==> config.mk <==
export PLATFORM = sky130hd
export DESIGN_NAME = fetch_stage
export DESIGN_NICKNAME = d
export VERILOG_FILES = /design/src/rtl/fetch_stage.sv
export SDC_FILE = /design/constraint.sdc
export NUM_CORES = 1
export LEC_CHECK = 0
export ABC_AREA = 0
export CAP_MARGIN = 30
export CORE_ASPECT_RATIO = 1.1
export CORE_MARGIN = 4
export CORE_UTILIZATION = 50
export CTS_CLUSTER_DIAMETER = 120
export DETAILED_ROUTE_END_ITERATION = 12
export PLACE_DENSITY_LB_ADDON = 0.3
export SLEW_MARGIN = 0
export SYNTH_ARGS = -nofsm -noshare
export SYNTH_HDL_FRONTEND = slang
export SYNTH_SLANG_ARGS = --single-unit
==> constraint.sdc <==
create_clock -name clk -period 6.78 [get_ports clk]
set_input_delay 0.678 -clock clk [delete_from_list [all_inputs] [get_ports clk]]
set_output_delay 0.678 -clock clk [all_outputs]
set_load 0.05 [all_outputs]
==> src/rtl/fetch_stage.sv <==
// Instruction-fetch stage: owns the PC, addresses the instruction ROM and fills
// the IF/ID register, honouring stall, redirect/flush, end-of-ROM and fault.
module fetch_stage #(
    parameter int unsigned MEM_SIZE = 1024,
    parameter logic [63:0] RESET_PC = 64'd0
) (
    input  logic        clk,
    input  logic        reset_n,
    output logic [63:0] imem_addr,
    input  logic [31:0] imem_instr,
    input  logic        stall,
    input  logic        redirect,
    input  logic [63:0] redirect_target,
    output logic        ifid_valid,
    output logic [63:0] ifid_pc,
    output logic [31:0] ifid_instr,
    output logic        done,
    output logic        fault,
    output logic [31:0] fetch_count
);

    localparam logic [63:0] MEM_BYTES = 64'(MEM_SIZE);

    typedef enum logic [1:0] {RUN, DONE, FAULT} state_t;

    state_t      state, state_next;
    logic [63:0] pc, pc_next;
    logic        load_pc, capture, clear_valid;

    // Aligned and the whole word inside the ROM; aligned inputs cannot wrap on +3.
    function automatic logic legal(input logic [63:0] a);
        return (a[1:0] == 2'b00) && ((a + 64'd3) < MEM_BYTES);
    endfunction

    // NOTE: every signal gets a default before the case, so no path leaves one unassigned and no latch is inferred.
    always_comb begin
        state_next  = state;
        pc_next     = pc + 64'd4;
        load_pc     = 1'b0;
        capture     = 1'b0;
        clear_valid = 1'b0;
        case (state)
            FAULT: clear_valid = 1'b1;
            default: begin
                if (redirect) begin
                    clear_valid = 1'b1;
                    if (legal(redirect_target)) begin
                        load_pc    = 1'b1;
                        pc_next    = redirect_target;
                        state_next = RUN;
                    end else begin
                        state_next = FAULT;
                    end
                end else if (!stall) begin
                    if (state == RUN) begin
                        capture = 1'b1;
                        if (legal(pc + 64'd4)) load_pc = 1'b1;
                        else                   state_next = DONE;
                    end else begin
                        clear_valid = 1'b1;
                    end
                end
            end
        endcase
    end

    // NOTE: sequential state uses non-blocking assignments so all registers update from pre-edge values.
    always_ff @(posedge clk or negedge reset_n) begin
        if (!reset_n) state <= RUN;
        else          state <= state_next;
    end

    always_ff @(posedge clk or negedge reset_n) begin
        if (!reset_n) begin
            pc          <= RESET_PC;
            ifid_valid  <= 1'b0;
            ifid_pc     <= 64'd0;
            ifid_instr  <= 32'd0;
            fetch_count <= 32'd0;
        end else begin
            if (load_pc) pc <= pc_next;
            if (capture) begin
                ifid_valid <= 1'b1;
                ifid_pc    <= pc;
                ifid_instr <= imem_instr;
                if (fetch_count != 32'hFFFF_FFFF) fetch_count <= fetch_count + 32'd1;
            end else if (clear_valid) begin
                ifid_valid <= 1'b0;
            end
        end
    end

    assign imem_addr = pc;
    assign done      = (state == DONE);
    assign fault     = (state == FAULT);

endmodule

==> results.py <==
metrics = {
    "timing": {
        "worst_slack_ns": 0.960,
        "timing.fmax_mhz": 172,
        "slew_headroom_pct": 34.3,
        "tightestPinTransition_ns": 0.977,
        "finalCriticalPeriod_ns": 5.82,
        "setup-tns-final_ns": 0,
        "setup_viol": 0,
        "finClkSkew_ns": 0.0253,
        "hold_violations": 0,
        "fin_crit_sh_pct": 85.8,
        "final-max-slew-violation-count": 0,
        "rsz0062_at_grt": "false",
    },
    "cts": {
        "htreeDepth": 4,
        "cts_sinks": 195,
        "post_cts.repair.setup_buffers": 0,
        "cts_tree": "built",
        "path_clk_slew_ns": 0.09,
        "post_cts_resized": 0,
        "clk_path_buf_depth": 2,
        "cts_hold_buffers": 0,
        "cts_buffers": 17,
        "clk_latency_ns": 0.45,
        "cts-root-buf": "clkbuf_16",
    },
    "logic_synthesis": {
        "avgSynthCellArea_um2": 8.48,
        "synth_cells": 1388,
        "synth-edff-count": 0,
        "ys_seq_area_share_pct": 41.5,
        "synth_largest_area_cell": "dfrtp_1",
        "yosysWarnings": 0,
        "synth.net_count": 1492,
        "yosysTopAreaCellShare_pct": 41.5,
        "async_flop_share_pct": 100,
        "synth.cell_area_mm2": 0.0118,
        "synth_area_leaders": "dfrtp_1 (41%), nand2_1 (11%), xnor2_1 (5.1%), and2_1 (3.5%), nand4_1 (2.7%)",
        "synth_ff_type": "dfrtp_1",
        "synth-seq-cells": 195,
        "synth.distinct_cells": 82,
    },
    "global_routing": {
        "grt_max_degree": 98,
        "overflow": 0,
        "grt_usage_pct": 28.3,
        "grt_pass1_vias": 11300,
        "antenna_found_initial": 0,
        "grt_pass1_wl_um": 60000,
    },
    "placed_design": {
        "io_buffers": 294,
        "detailed_place_hpwl_um": 28000,
        "place_ws_ns": 0.969,
        "gp_congestion": 1.01,
        "dp_cells": 1929,
    },
    "layout": {
        "instances_no_fill": 1962,
        "utilization_pct": 67.7,
        "n_antenna_cell": 0,
        "layout_common_cells": "nand2_1 (352), clkdlybuf4s50_1 (293), dfrtp_1 (195), nor2_1 (75), xnor2_1 (68)",
        "drive_gt1_share_pct": 5.60,
        "fin_nets": 1753,
        "syn_to_final_growth_pct": 32.4,
        "layout_commonest_cell": "nand2_1",
    },
    "critical_path": {
        "crit_arrival_ns": 6.15,
        "reg2reg_setup_slack_ns": 0.96,
        "cp.required_ns": 7.11,
        "crit_type": "reg2reg",
        "start_kind": "flip-flop",
        "reg2reg_from": "imem_addr[5]",
        "rr_endpoint": "imem_addr[6]",
        "critPathMaxFanout": 56,
        "r2r_cells": 15,
        "end_kind": "flip-flop",
    },
    "die": {
        "core-area_mm2": 0.0230,
        "rows": 58,
        "die_y_um": 169,
        "die-area_mm2": 0.0261,
        "io_pins": 295,
        "start_util_pct": 51.1,
        "die_w_um": 154,
    },
    "detailed_routing": {
        "antenna_left": 0,
        "drtIter0Drc": 753,
        "wl_per_cell_um": 19.1,
        "postRouteWirelength_um": 37600,
        "via_count": 11600,
        "via_per_inst": 5.92,
        "drcViolationCount": 0,
        "dr.pass1.iters": 5,
    },
    "pwr": {
        "fin_total_pwr_mw": 2.57,
        "p_per_area_mw_per_mm2": 165,
        "irDropWorstVdd_v": 0.000160,
        "power_leakage_nw": 6.51,
    },
    "run": {
        "max_cap_violations": 0,
    },
    "hold_path": {
        "min_path_type": "in2async",
    },
    "run_status": {
        "status": "finished, final reports clean",
    },
}
-- layout make-up --
class / instances / area (um2)
Clock inverter: 14 / 176
Timing Repair Buffer: 310 / 3090
Inverter: 22 / 82.6
Sequential cell: 195 / 4880
Clock buffer: 18 / 439
Multi-Input combinational cell: 1103 / 6540
Fill cell: 1851 / 7430
Tap cell: 300 / 375
-- through the flow --
step           hold slack [ns]  instance area (um2)
2_1_floorplan            0.382                11800
3_3_place_gp             0.456                14900
3_5_place_dp             0.462                14900
4_1_cts                  0.191                15500
5_1_grt                  0.211                15600
6_report                 0.176                15600
-- worst max path at each step --
stage,start,to,slack [ns],cells after the start
floorplan,imem_addr[11],imem_addr[29],1.65,17
CTS,imem_addr[5],imem_addr[6],1.02,15
global placement,imem_addr[10],imem_addr[6],0.99,15
global route,imem_addr[5],imem_addr[6],0.59,14
detailed placement,redirect_target[16],imem_addr[6],0.97,15
finish,imem_addr[5],imem_addr[6],0.96,15
-- cell families after synthesis --
family | synth area share, %
simple gates | 36.2
flops | 41.5
compound gates | 10.2
xor+xnor | 7.37
buf+inv | 3.15
mux | 1.22
fa+ha+maj | 0.425
-- critical path, cell delays in order, from the launching register on --
cell	delay (ns)
dfrtp_1	0.63
nand4_4	0.34
nor4_2	0.91
buf_4	0.28
nand3_1	0.13
xor2_1	0.21
or2_2	0.34
nor3b_4	0.41
nand4_1	0.31
nor4_2	0.37
xor2_1	0.18
o211ai_1	0.11
or4_4	0.65
o21a_1	0.22
buf_4	0.27
a211o_1	0.33
-- power breakdown --
| part | leakage, nW | switching, mW | internal, mW | total (mW) |
|---|---|---|---|---|
| clock | 0.303 | 0.522 | 0.546 | 1.07 |
| combinational | 3.53 | 0.176 | 0.115 | 0.291 |
| sequential | 2.68 | 0.0197 | 1.19 | 1.21 |
-- cell usage after synthesis, drive strengths merged (30+ instances only) --
cell type	instances
nand3	65
and2	67
nand2	353
dfrtp	195
nor4	53
clkbuf	48
xor2	31
nor2	75
nand4	54
o21ai	30
nor3	37
xnor2	68
-- layer usage --
metal	wire, um	part of all wire (%)	global-route usage, %
met2	18800	50	49.0
met3	2560	6.8	6.06
met1	15100	40	34.9
met4	1130	3.0	10.0
met5	0	0	0
-- sequential cells by signal, summed over array words and instances, names as in the netlist --
name	flops
ifid_pc	64
imem_addr	64
fetch_count	32
ifid_valid	1
ifid_instr	32
state	2
Power figures use the tool's default switching activity.
